**src/rtl/dsp_sequencer.sv**
```systemverilog
// rtl/dsp_sequencer.sv - per-sample instruction sequencer feeding the DSP core
// Streams L words from a registered instruction memory per sample tick, drains with NOPs, then pulses done.
module dsp_sequencer #(
    parameter int OPCODE_WIDTH      = 6,
    parameter int SAMPLE_ADDR_WIDTH = 10,
    parameter int PARAM_ADDR_WIDTH  = 10,
    parameter int INSTR_WIDTH       = OPCODE_WIDTH + SAMPLE_ADDR_WIDTH + PARAM_ADDR_WIDTH,
    parameter int PC_WIDTH          = 10,
    parameter int DRAIN_CYCLES      = 5
) (
    input  logic                   clk,
    input  logic                   reset,
    input  logic                   sample_tick,
    input  logic [PC_WIDTH-1:0]    program_length,
    output logic [PC_WIDTH-1:0]    instr_rd_addr,
    input  logic [INSTR_WIDTH-1:0] instr_rd_data,
    output logic [INSTR_WIDTH-1:0] instruction,
    output logic                   busy,
    output logic                   done,
    output logic                   overrun,
    input  logic                   overrun_clear
);

    localparam int DRAIN_W = (DRAIN_CYCLES > 1) ? $clog2(DRAIN_CYCLES) : 1;
    localparam logic [DRAIN_W-1:0] DRAIN_INIT = DRAIN_W'(DRAIN_CYCLES - 1);

    typedef enum logic [1:0] {
        S_IDLE  = 2'd0,
        S_PRIME = 2'd1,
        S_RUN   = 2'd2,
        S_DRAIN = 2'd3
    } state_t;

    state_t               r_state;
    state_t               w_next_state;
    logic [PC_WIDTH-1:0]  r_pc;
    logic [PC_WIDTH-1:0]  r_len;
    logic [DRAIN_W-1:0]   r_drain_cnt;
    logic                 r_overrun;
    logic                 w_run_last;
    logic                 w_drain_last;

    // pc runs one ahead of the emitted word, so pc==L marks the cycle emitting word L-1
    assign w_run_last   = (r_pc == r_len);
    assign w_drain_last = (r_drain_cnt == '0);

    always_ff @(posedge clk) begin
        if (reset) begin
            r_state <= S_IDLE;
        end else begin
            r_state <= w_next_state;
        end
    end

    always_comb begin
        w_next_state = r_state;
        unique case (r_state)
            S_IDLE:  if (sample_tick) w_next_state = S_PRIME;
            S_PRIME: w_next_state = (r_len != '0) ? S_RUN : S_DRAIN;
            S_RUN:   if (w_run_last) w_next_state = S_DRAIN;
            S_DRAIN: if (w_drain_last) w_next_state = S_IDLE;
            default: w_next_state = S_IDLE;
        endcase
    end

    always_ff @(posedge clk) begin
        if (reset) begin
            r_pc        <= '0;
            r_len       <= '0;
            r_drain_cnt <= '0;
        end else begin
            unique case (r_state)
                S_IDLE: begin
                    r_pc <= '0;
                    if (sample_tick) begin
                        r_len <= program_length;
                    end
                end
                S_PRIME: begin
                    r_pc        <= r_pc + 1'b1;
                    r_drain_cnt <= DRAIN_INIT;
                end
                S_RUN: begin
                    // hold on the last word so a full-length program never wraps the address
                    if (!w_run_last) begin
                        r_pc <= r_pc + 1'b1;
                    end
                    r_drain_cnt <= DRAIN_INIT;
                end
                S_DRAIN: begin
                    if (w_drain_last) begin
                        r_pc <= '0;
                    end else begin
                        r_drain_cnt <= r_drain_cnt - 1'b1;
                    end
                end
                default: begin
                    r_pc <= '0;
                end
            endcase
        end
    end

    // a new set beats a simultaneous clear so no overrun is ever lost
    always_ff @(posedge clk) begin
        if (reset) begin
            r_overrun <= 1'b0;
        end else if (sample_tick && (r_state != S_IDLE)) begin
            r_overrun <= 1'b1;
        end else if (overrun_clear) begin
            r_overrun <= 1'b0;
        end
    end

    always_comb begin
        instruction = '0;
        busy        = 1'b0;
        done        = 1'b0;
        unique case (r_state)
            S_IDLE: begin
                busy = 1'b0;
            end
            S_PRIME: begin
                busy = 1'b1;
            end
            S_RUN: begin
                busy        = 1'b1;
                instruction = instr_rd_data;
            end
            S_DRAIN: begin
                busy = 1'b1;
                done = w_drain_last;
            end
            default: begin
                busy = 1'b0;
            end
        endcase
    end

    assign instr_rd_addr = r_pc;
    assign overrun       = r_overrun;

endmodule

```
**config.mk**
```make
export PLATFORM = sky130hd
export DESIGN_NAME = dsp_sequencer
export DESIGN_NICKNAME = d
export VERILOG_FILES = /design/src/rtl/dsp_sequencer.sv
export SDC_FILE = /design/constraint.sdc
export NUM_CORES = 1
export LEC_CHECK = 0
export CORE_ASPECT_RATIO = 0.5
export CORE_UTILIZATION = 35
export DETAILED_ROUTE_END_ITERATION = 7
export GPL_TIMING_DRIVEN = 1
export HOLD_SLACK_MARGIN = 0.08
export PLACE_DENSITY = 0.7
export SLEW_MARGIN = 20
export SYNTH_ARGS = -nofsm -noshare
export SYNTH_HDL_FRONTEND = slang
export SYNTH_SLANG_ARGS = --single-unit
```
**constraint.sdc**
```tcl
create_clock -name clk -period 1.9 [get_ports clk]
set_input_delay 0.19 -clock clk [delete_from_list [all_inputs] [get_ports clk]]
set_output_delay 0.19 -clock clk [all_outputs]
set_load 0.02 [all_outputs]
```
==> flow_summary_export.csv <==
group,metric,value,unit
cells_and_area,mostFrequentLayoutCell,"clkdlybuf4s50_1",
floorplanning,coreArea,4470,um^2
route,drtIter0Drc,163,
setup_path,cp.required,2110,ps
route,wirelength,5.05,mm
power_and_ir_drop,power_density,933,nW/um^2
cells_and_area,final_cell_mix,"clkdlybuf4s50_1 (50), nand2_1 (31), and2_1 (28), dfxtp_1 (25), dlygate4sd2_1 (22)",
power_and_ir_drop,pwr-share-seq,29.2,%
power_and_ir_drop,swShare,39.7,%
synthesis,yosysSeqAreaShare,31.5,%
global_routing,grt_max_degree,30,
placed_design,hpwlAfterDp,3.89,mm
floorplanning,die_w,99.2,um
sta,tightest_slew,596,ps
route,drc,0,
cts,clkLatencyLatePin,280,ps
global_routing,grt_pass1_vias,1631,
cts,clk_pin_slew,100,ps
synthesis,postSynthCellCount,216,
sta,rsz0062_at_grt,"no",
power_and_ir_drop,total_power,2.43,mW
power_and_ir_drop,leakage,1.15,nW
floorplanning,start_util,37.0,%
sta,slew_viol_final,0,
power_and_ir_drop,share_comb_of_total_power,51.2,%
cells_and_area,syn2layout_area_growth,57.3,%
global_routing,antenna_found_initial,0,
cts,cts_setup_buffers,0,
hold_path,hold_class,"primary input to register",
synthesis,yosysUniqueCellTypes,37,
route,routed_via_density,5.18,
route,wl_per_cell,14.2,um
setup_path,cp.arrival,2030,ps
setup_path,cp_max_fo,12,
setup_path,crit_start,"instr_rd_addr[5]",
route,num_vias,1839,
outcome,outcome,"finished, final reports clean",
placed_design,gp_congestion,0.841,
cts,cts_max_path_buffers,2,
synthesis,synth_edf_count,0,
setup_path,worstSetupEndpointType,"register",
sta,clock_skew,2.60,ps
power_and_ir_drop,p_int,1.46,mW
floorplanning,die_y,50.6,um
global_routing,grt_pass1_wl,8.05,mm
cts,htree_levels,1,
cts,cts_buffers,3,
sta,min_period,1810,ps
cells_and_area,fin_nets,346,
sta,final_hold_viol_count,0,
floorplanning,die_area,5020,um^2
synthesis,synthArstFlopShare,0,%
placed_design,io_buffers,78,
cts,clock-sinks,26,
sta,fmax,552,MHz
cells_and_area,layout-drive-gt1-share,8.39,%
power_and_ir_drop,p_sw,0.963,mW
sta,setup_tns,0,ps
placed_design,placed_cell_area,2550,um^2
synthesis,syn_area,1650,um^2
global_routing,overflow,0,
floorplanning,pin_count,79,
route,drt-pass1-iter-count,4,
power_and_ir_drop,p_clk_share,19.6,%
hold_path,hp-start,"program_length[6]",
synthesis,synth-seq-cells,26,
cells_and_area,n_antenna_cell,0,
synthesis,yosysWarnings,0,
route,ant_nets,0,
sta,slew_headroom,60.1,%
setup_path,r2r_start,"instr_rd_addr[5]",
setup_path,startpoint_type,"register",
power_and_ir_drop,peakVddDrop,483,uV
flow_run,cap_violations,0,
sta,period_share,95.4,%
global_routing,grt.total_usage,20.4,%
sta,setup_viol,0,
floorplanning,core.rowCount,17,
cts,ctsRootBufferMaster,"clkbuf_8",
synthesis,syn_area_per_cell,7.65,um^2
cts,cts_tree,"done",
setup_path,worst-setup-path-type,"register to register",
cells_and_area,stdcell_area,2600,um^2
synthesis,synthesis.nets,263,
synthesis,synth_ff_type,"dfxtp_1",
==> cell type report <==
| cell class | instances | area (um^2) |
|---|---|---|
| timing repair buffer | 91 | 861 |
| inverter | 11 | 41.3 |
| clock inverter | 1 | 30.0 |
| clock buffer | 3 | 41.3 |
| tap | 57 | 71.3 |
| sequential | 26 | 522 |
| multi-input combinational | 166 | 1030 |
| fill | 412 | 1870 |
==> Yosys cell counts, types with 7 or more instances <==
cell / number / share of area, %
and2_1: 28 / 11
xor2_1: 10 / 5.3
nand2_1: 31 / 7.0
a21oi_1: 17 / 5.1
a31oi_1: 8 / 3.0
nor2_1: 8 / 1.8
ha_1: 7 / 5.3
inv_1: 11 / 2.5
o21ai_0: 7 / 2.1
nand3_1: 12 / 3.6
dfxtp_1: 26 / 31
clkbuf_1: 10 / 2.3
==> final timing paths <==
path | end | slack (ps) | cells after the start
worst max-delay path | instr_rd_addr[6] | 90 | 5
worst min-delay path | r_len[6] | 440 | 3
worst max register to register | instr_rd_addr[6] | 90 | 5
worst min register to register | r_drain_cnt[0] | 490 | 2
==> through the flow <==
stage	setup slack, ps	utilization (%)	instances	hold WS, ps
2_1_floorplan	82.2	-	216	326
3_3_place_gp	166	57.1	351	453
3_5_place_dp	85.0	57.1	351	472
4_1_cts	32.0	58.0	355	444
5_1_grt	1.32	58.2	355	463
6_report	87.4	58.2	355	443
==> power groups by stage <==
stage               sequential, mW  clock, mW  combinational [mW]
global route                 0.717      0.500                1.36
floorplan                    0.714          0               0.752
CTS                          0.704      0.481                1.23
detailed placement           0.717          0                1.30
finish                       0.709      0.475                1.24
global placement             0.715          0                1.25
==> flip-flops by register name, indices dropped and copies added (netlist names) <==
name and flops:
r_drain_cnt 3, r_len 10, r_state 2, instr_rd_addr 10
overrun 1
==> metal layers <==
| metal | vias to the layer above | track usage (%) | wire [um] |
|---|---|---|---|
| li1 | 910 | - | - |
| met1 | 858 | 26.5 | 2300 |
| met2 | 67 | 36.1 | 2390 |
| met3 | 4 | 4.18 | 327 |
| met4 | 0 | 2.94 | 25 |
| met5 | - | 0 | 0 |
==> worst max-delay path, stage by stage (launching register included) <==
cell	delay, ps
dfxtp_1	490
xor2_1	230
nor4_2	90
and4_4	240
or4_1	520
a31oi_1	180
==> cell families (layout without fill, tap and decap cells) <==
logic type	count (synthesis)	in the layout	share of synthesized area, %
AND/OR/NAND/NOR	109	109	36.8
AO/OA/AOI/OAI	39	39	14.2
flip-flops	26	26	31.5
buffers and inverters	24	106	6.36
XOR/XNOR	10	10	5.30
adder cells (fa/ha/maj)	7	7	5.30
multiplexers	1	1	0.606
==> what timing repair did <==
| action | CTS | global route |
|---|---|---|
| hold buffers | 0 | 0 |
| resized for setup | 27 | 9 |
| endpoints found under the setup margin | 27 | 17 |
Power figures use the tool's default switching activity.
